$ cat src/rtl/mux4_rr_arbiter_pkg.sv
// Shared constants, FSM encoding and helpers for the round-robin mux arbiter.
package mux4_rr_arbiter_pkg;

    localparam int NREQ  = 4;
    localparam int SEL_W = 2;

    typedef enum logic {
        ST_IDLE  = 1'b0,
        ST_GRANT = 1'b1
    } state_t;

    function automatic logic [NREQ-1:0] onehot(input logic [SEL_W-1:0] idx);
        logic [NREQ-1:0] v;
        v      = '0;
        v[idx] = 1'b1;
        return v;
    endfunction

endpackage

$ cat src/rtl/mux4_rr_arbiter_if.sv
// Requester-side bus of the arbiter: request/data in, grant/select/status out.
interface mux4_rr_arbiter_if;
    import mux4_rr_arbiter_pkg::*;

    logic [NREQ-1:0]  req;
    logic [NREQ-1:0]  d;
    logic [NREQ-1:0]  gnt;
    logic [SEL_W-1:0] sel;
    logic             busy;
    logic             y;
    logic             timeout;

    modport master (
        output req, d,
        input  gnt, sel, busy, y, timeout
    );

    modport slave (
        input  req, d,
        output gnt, sel, busy, y, timeout
    );

endinterface

$ cat src/rtl/mux4.sv
// Existing 4:1 bit-select mux of the datapath.
module mux4 (
    input  logic [3:0] d,
    input  logic [1:0] s,
    output logic       y
);

    assign y = d[s];

endmodule

$ cat src/rtl/mux4_rr_arbiter_rr_pick4.sv
// Combinational rotate-priority encoder: first requester at or after ptr.
module rr_pick4
    import mux4_rr_arbiter_pkg::*;
(
    input  logic [NREQ-1:0]  req,
    input  logic [SEL_W-1:0] ptr,
    output logic [SEL_W-1:0] idx,
    output logic             any
);

    logic [2*NREQ-1:0] dbl;
    logic [NREQ-1:0]   rot;
    logic [SEL_W-1:0]  off;

    // rot[j] is req[(ptr + j) mod 4], so the lowest set bit is the winner offset
    assign dbl = {req, req};
    assign rot = dbl[ptr +: NREQ];

    always_comb begin
        off = 2'd3;
        if (rot[0])      off = 2'd0;
        else if (rot[1]) off = 2'd1;
        else if (rot[2]) off = 2'd2;
    end

    assign idx = ptr + off;
    assign any = |req;

endmodule

$ cat src/rtl/mux4_rr_arbiter.sv
// Round-robin arbiter/sequencer for the 4:1 bit-select mux with optional max-hold release.
module mux4_rr_arbiter
    import mux4_rr_arbiter_pkg::*;
#(
    parameter int MAX_HOLD = 16,
    parameter int CNT_W    = 8
) (
    input  logic             clk,
    input  logic             rst,
    mux4_rr_arbiter_if.slave bus
);

    localparam logic [CNT_W-1:0] HOLD_LAST = CNT_W'((MAX_HOLD == 0) ? 0 : MAX_HOLD - 1);
    localparam logic [CNT_W-1:0] CNT_MAX   = '1;

    state_t           state;
    logic [SEL_W-1:0] ptr;
    logic [SEL_W-1:0] sel_q;
    logic [SEL_W-1:0] win_idx;
    logic [CNT_W-1:0] hold_cnt;
    logic [NREQ-1:0]  gnt_q;
    logic             busy_q;
    logic             timeout_q;
    logic             win_any;
    logic             rel_norm;
    logic             rel_force;
    logic             y_mux;

    rr_pick4 u_pick (
        .req (bus.req),
        .ptr (ptr),
        .idx (win_idx),
        .any (win_any)
    );

    assign rel_norm  = ~bus.req[sel_q];
    assign rel_force = (MAX_HOLD != 0) && (hold_cnt == HOLD_LAST);

    always_ff @(posedge clk or posedge rst) begin
        if (rst) begin
            state     <= ST_IDLE;
            gnt_q     <= '0;
            sel_q     <= '0;
            busy_q    <= 1'b0;
            timeout_q <= 1'b0;
            ptr       <= '0;
            hold_cnt  <= '0;
        end else begin
            timeout_q <= 1'b0;
            case (state)
                ST_IDLE: begin
                    if (win_any) begin
                        state    <= ST_GRANT;
                        gnt_q    <= onehot(win_idx);
                        sel_q    <= win_idx;
                        busy_q   <= 1'b1;
                        hold_cnt <= '0;
                    end
                end
                ST_GRANT: begin
                    // A normal drop wins over a simultaneous forced release: no timeout pulse
                    if (rel_norm || rel_force) begin
                        state     <= ST_IDLE;
                        gnt_q     <= '0;
                        busy_q    <= 1'b0;
                        ptr       <= sel_q + 1'b1;
                        timeout_q <= ~rel_norm;
                    end else if (hold_cnt != CNT_MAX) begin
                        hold_cnt <= hold_cnt + 1'b1;
                    end
                end
                default: state <= ST_IDLE;
            endcase
        end
    end

    mux4 u_mux (
        .d (bus.d),
        .s (sel_q),
        .y (y_mux)
    );

    assign bus.gnt     = gnt_q;
    assign bus.sel     = sel_q;
    assign bus.busy    = busy_q;
    assign bus.timeout = timeout_q;
    assign bus.y       = busy_q & y_mux;

endmodule

$ cat src/flat_wrapper.sv
// flat-port wrapper written by rule: the top's interface ports become plain ports
module mux4_rr_arbiter_flat import mux4_rr_arbiter_pkg::*;
#(
    parameter int MAX_HOLD = 16,
    parameter int CNT_W    = 8
)
  (clk, rst, bus_req, bus_d, bus_gnt, bus_sel, bus_busy, bus_y, bus_timeout);
  mux4_rr_arbiter_if bus_i ();
  input  logic clk;
  input  logic rst;
  input wire logic [$bits(bus_i.req)-1:0] bus_req;
  input wire logic [$bits(bus_i.d)-1:0] bus_d;
  output wire logic [$bits(bus_i.gnt)-1:0] bus_gnt;
  output wire logic [$bits(bus_i.sel)-1:0] bus_sel;
  output wire logic [$bits(bus_i.busy)-1:0] bus_busy;
  output wire logic [$bits(bus_i.y)-1:0] bus_y;
  output wire logic [$bits(bus_i.timeout)-1:0] bus_timeout;
  assign bus_i.req = bus_req;
  assign bus_i.d = bus_d;
  assign bus_gnt = bus_i.gnt;
  assign bus_sel = bus_i.sel;
  assign bus_busy = bus_i.busy;
  assign bus_y = bus_i.y;
  assign bus_timeout = bus_i.timeout;
  mux4_rr_arbiter #(.MAX_HOLD(MAX_HOLD), .CNT_W(CNT_W)) u_core (.clk(clk), .rst(rst), .bus(bus_i));
endmodule
$ cat config.mk
export PLATFORM = sky130hd
export DESIGN_NAME = mux4_rr_arbiter_flat
export DESIGN_NICKNAME = d
export VERILOG_FILES = /design/src/rtl/mux4_rr_arbiter_pkg.sv /design/src/rtl/mux4_rr_arbiter_if.sv /design/src/rtl/mux4.sv /design/src/rtl/mux4_rr_arbiter_rr_pick4.sv /design/src/rtl/mux4_rr_arbiter.sv /design/src/flat_wrapper.sv
export SDC_FILE = /design/constraint.sdc
export NUM_CORES = 1
export LEC_CHECK = 0
export CAP_MARGIN = 40
export CORE_MARGIN = 10
export CORE_UTILIZATION = 48
export CTS_CLUSTER_SIZE = 30
export DETAILED_ROUTE_END_ITERATION = 10
export PLACE_DENSITY = 0.79
export SETUP_SLACK_MARGIN = 0.02
export SLEW_MARGIN = 20
export SYNTH_ARGS = -nofsm -noshare
export SYNTH_HDL_FRONTEND = slang
export SYNTH_SLANG_ARGS = --single-unit
export TNS_END_PERCENT = 10
$ cat constraint.sdc
create_clock -name clk -period 2.2 [get_ports clk]
set_input_delay 0.44 -clock clk [delete_from_list [all_inputs] [get_ports clk]]
set_output_delay 0.44 -clock clk [all_outputs]
set_load 0.02 [all_outputs]
==> impl_metrics.json <==
{
  "status": "finished clean",
  "rsz0062_at_grt": "false",
  "grt_max_degree": 20,
  "nets": 181,
  "dr_total_vias": 1248,
  "crit_family": "buffers and inverters",
  "drive_gt1_share_pct": 21.4,
  "fmax_mhz": 465,
  "worstPathCellList": "dlygate4sd2_1 -> buf_6 -> or4_4 -> a222oi_1 -> buf_4 -> buf_12 -> or4_1 -> a21oi_1",
  "antenna_found_initial": 0,
  "synth_most_common_cell": "dfrtp_1",
  "h-tree-depth": 1,
  "dieWidth_um": 71.2,
  "synthTopCellsByArea": "dfrtp_1 (38%), o211ai_1 (4.2%), o31ai_1 (4.2%)",
  "placementRows": 18,
  "grt_pass1_wl_um": 5440,
  "yosysTopAreaCellShare_pct": 37.8,
  "path_class": "input port to flip-flop",
  "hold_viol_final": 0,
  "slew_violations": 0,
  "drc": 0,
  "clk_pin_slew_ns": 0.11,
  "syn_area_um2": 1260,
  "path_max_fanout": 9,
  "hold_class": "input port to asynchronous set/reset pin",
  "required_ns": 2.38,
  "r2r_cells": 9,
  "period_share_pct": 97.8,
  "multi_input_area_um2": 777,
  "clkSinkCount": 19,
  "synth_ff_type": "dfrtp_1",
  "grt.overflow.total": 0,
  "area_delta_synth_final_pct": 32.3,
  "first_pass_iters": 4,
  "drtIter0Drc": 156,
  "yosysUniqueCellTypes": 44,
  "synth_edf_count": 0,
  "dp_hpwl_um": 2340,
  "routabilityCongestion": 0.791,
  "setup.worst_path.end_class": "flip-flop",
  "path_buf_inv": 4,
  "period_needed_ns": 2.15,
  "fp.dieH_um": 71.2,
  "drt-vias-per-instance": 6.30,
  "n_fill_cell": 199,
  "syn_area_per_cell_um2": 9.12,
  "yosys_warnings": 0,
  "ir_worst_vdd_mv": 0.795,
  "syn-instance-count": 138,
  "crit_path_max_incr_delay_ns": 0.51,
  "cp.arrival_ns": 2.33,
  "total_power_mw": 1.99,
  "first_global_vias": 1178,
  "synth_async_sr_flop_share_pct": 100,
  "worst_setup_path_start_kind": "input port",
  "relSlewSlack_pct": 62.4,
  "worstMarginPinSlew_ns": 0.564,
  "cts_tree": "built",
  "synthTopCellsByCount": "dfrtp_1 (19), nand2_1 (11), a21oi_1 (10)",
  "cap_violations": 0,
  "io_pins": 19,
  "finClkSkew_ns": 0.00543,
  "core_um2": 2500,
  "p_leak_nw": 0.696,
  "yosysTopAreaCell": "dfrtp_1",
  "setup_viol": 0,
  "seq_area_frac_synth_pct": 37.8,
  "dpl_cell_area_um2": 1560,
  "root_buffer": "clkbuf_4",
  "clk_latency_ns": 0.30,
  "cpMaxStageDelayCell": "or4_4",
  "dieArea_um2": 5070,
  "hold_buffers": 0,
  "wl_um": 3240,
  "wl_per_cell_um": 16.4,
  "start_util_pct": 50.4,
  "ant_nets": 0,
  "final_area_um2": 1670,
  "p_per_area_nw_per_um2": 1190,
  "grt_util_all_layers_pct": 12.7,
  "cts_buffer_depth": 2,
  "port_buffers": 18,
  "synth_fp_nets": 150,
  "diodes": 0,
  "ys_ff_latch": 19,
  "cts_setup_buffers": 0,
  "regArea_um2": 475,
  "cp_num_cells": 8,
  "cts_buffers": 3
}
stage by stage:
step	cells	utilization, %	setup slack [ns]	hold slack [ns]	TNS (ns)
floorplan	138	-	-0.00870	0.391	-0.00870
finish	198	66.6	0.0489	0.331	0
global route	198	66.6	0.0210	0.353	0
CTS	197	64.5	0.0311	0.508	0
detailed placement	192	62.4	-0.466	0.484	-5.85
global placement	192	62.4	-0.389	0.485	-5.15
path summary, 6_finish.rpt:
kind,from,endpoint,slack [ns]
worst max-delay path,bus_req[3],u_core.hold_cnt[3]$_DFFE_PP0P_,0.05
worst min-delay path,rst,u_core.bus.gnt[0]$_DFFE_PP0P_,0.33
worst max register to register,u_core.ptr[1]$_DFFE_PP0P_,u_core.bus.gnt[2]$_DFFE_PP0P_,0.13
worst min register to register,u_core.bus.busy$_DFFE_PP0P_,u_core.bus.busy$_DFFE_PP0P_,0.50
max in group asynchronous,rst,u_core.hold_cnt[0]$_DFFE_PP0P_,1.49
min in group clk,u_core.bus.busy$_DFFE_PP0P_,u_core.bus.busy$_DFFE_PP0P_,0.50
cells in the final DEF (no fill, tap or decap), types with 3 or more instances in the layout:
| cell type | count |
|---|---|
| dlygate4sd2_1 | 3 |
| nand3_1 | 4 |
| buf_6 | 3 |
| o21ai_0 | 5 |
| or4_1 | 4 |
| o31ai_1 | 7 |
| o21ai_1 | 4 |
| a21oi_2 | 3 |
| o211ai_1 | 7 |
| nand2_1 | 11 |
| nor2_1 | 5 |
| nand2b_1 | 5 |
| nand4_1 | 3 |
| a21oi_1 | 8 |
| inv_1 | 3 |
| clkbuf_4 | 3 |
| dfrtp_1 | 19 |
| buf_4 | 11 |
| clkdlybuf4s50_1 | 13 |
per-layer routing:
layer / global-route usage, % / up-vias / wire (µm)
met4: 7.31 / 0 / 82
met2: 21.7 / 35 / 1710
met3: 1.38 / 6 / 127
met1: 15.0 / 621 / 1320
li1: - / 586 / -
met5: 0 / - / 0
area by class of cell:
class | instances | share of cell area (%)
sequential | 19 | 28.5
timing repair buffer | 35 | 20.1
clock buffer | 4 | 1.58
inverter | 4 | 0.902
multi-input combinational | 106 | 46.7
tap | 30 | 2.25
registers in the layout, indices dropped and copies added (netlist names):
register            flops
u_core.bus.sel          2
u_core.bus.busy         1
u_core.ptr              2
u_core.bus.timeout      1
u_core.hold_cnt         8
u_core.state            1
u_core.bus.gnt          4
where the power goes:
group          internal [mW]  switching [mW]  leakage (nW)  total [mW]
Combinational          0.620           0.623         0.435        1.24
Clock                 0.0706           0.108        0.0150       0.178
Sequential             0.452           0.111         0.246       0.564
Total                   1.14           0.842         0.696        1.99
what timing repair did:
item / in CTS / in global routing
gates cloned: 1 / 0
resized for setup: 12 / 11
endpoints found under the setup margin: 13 / 10
pin swaps: 1 / 7
logic make-up (layout without fill, tap and decap cells):
kind of cell,after synthesis,in the layout,synth area share [%]
flops,19,19,37.8
buf+inv,13,43,5.07
xor+xnor,1,1,0.696
simple gates,53,53,24.1
fa+ha+maj,2,2,1.99
compound gates,45,45,24.0
mux,5,5,6.46
(Power assumes the default switching activity.)
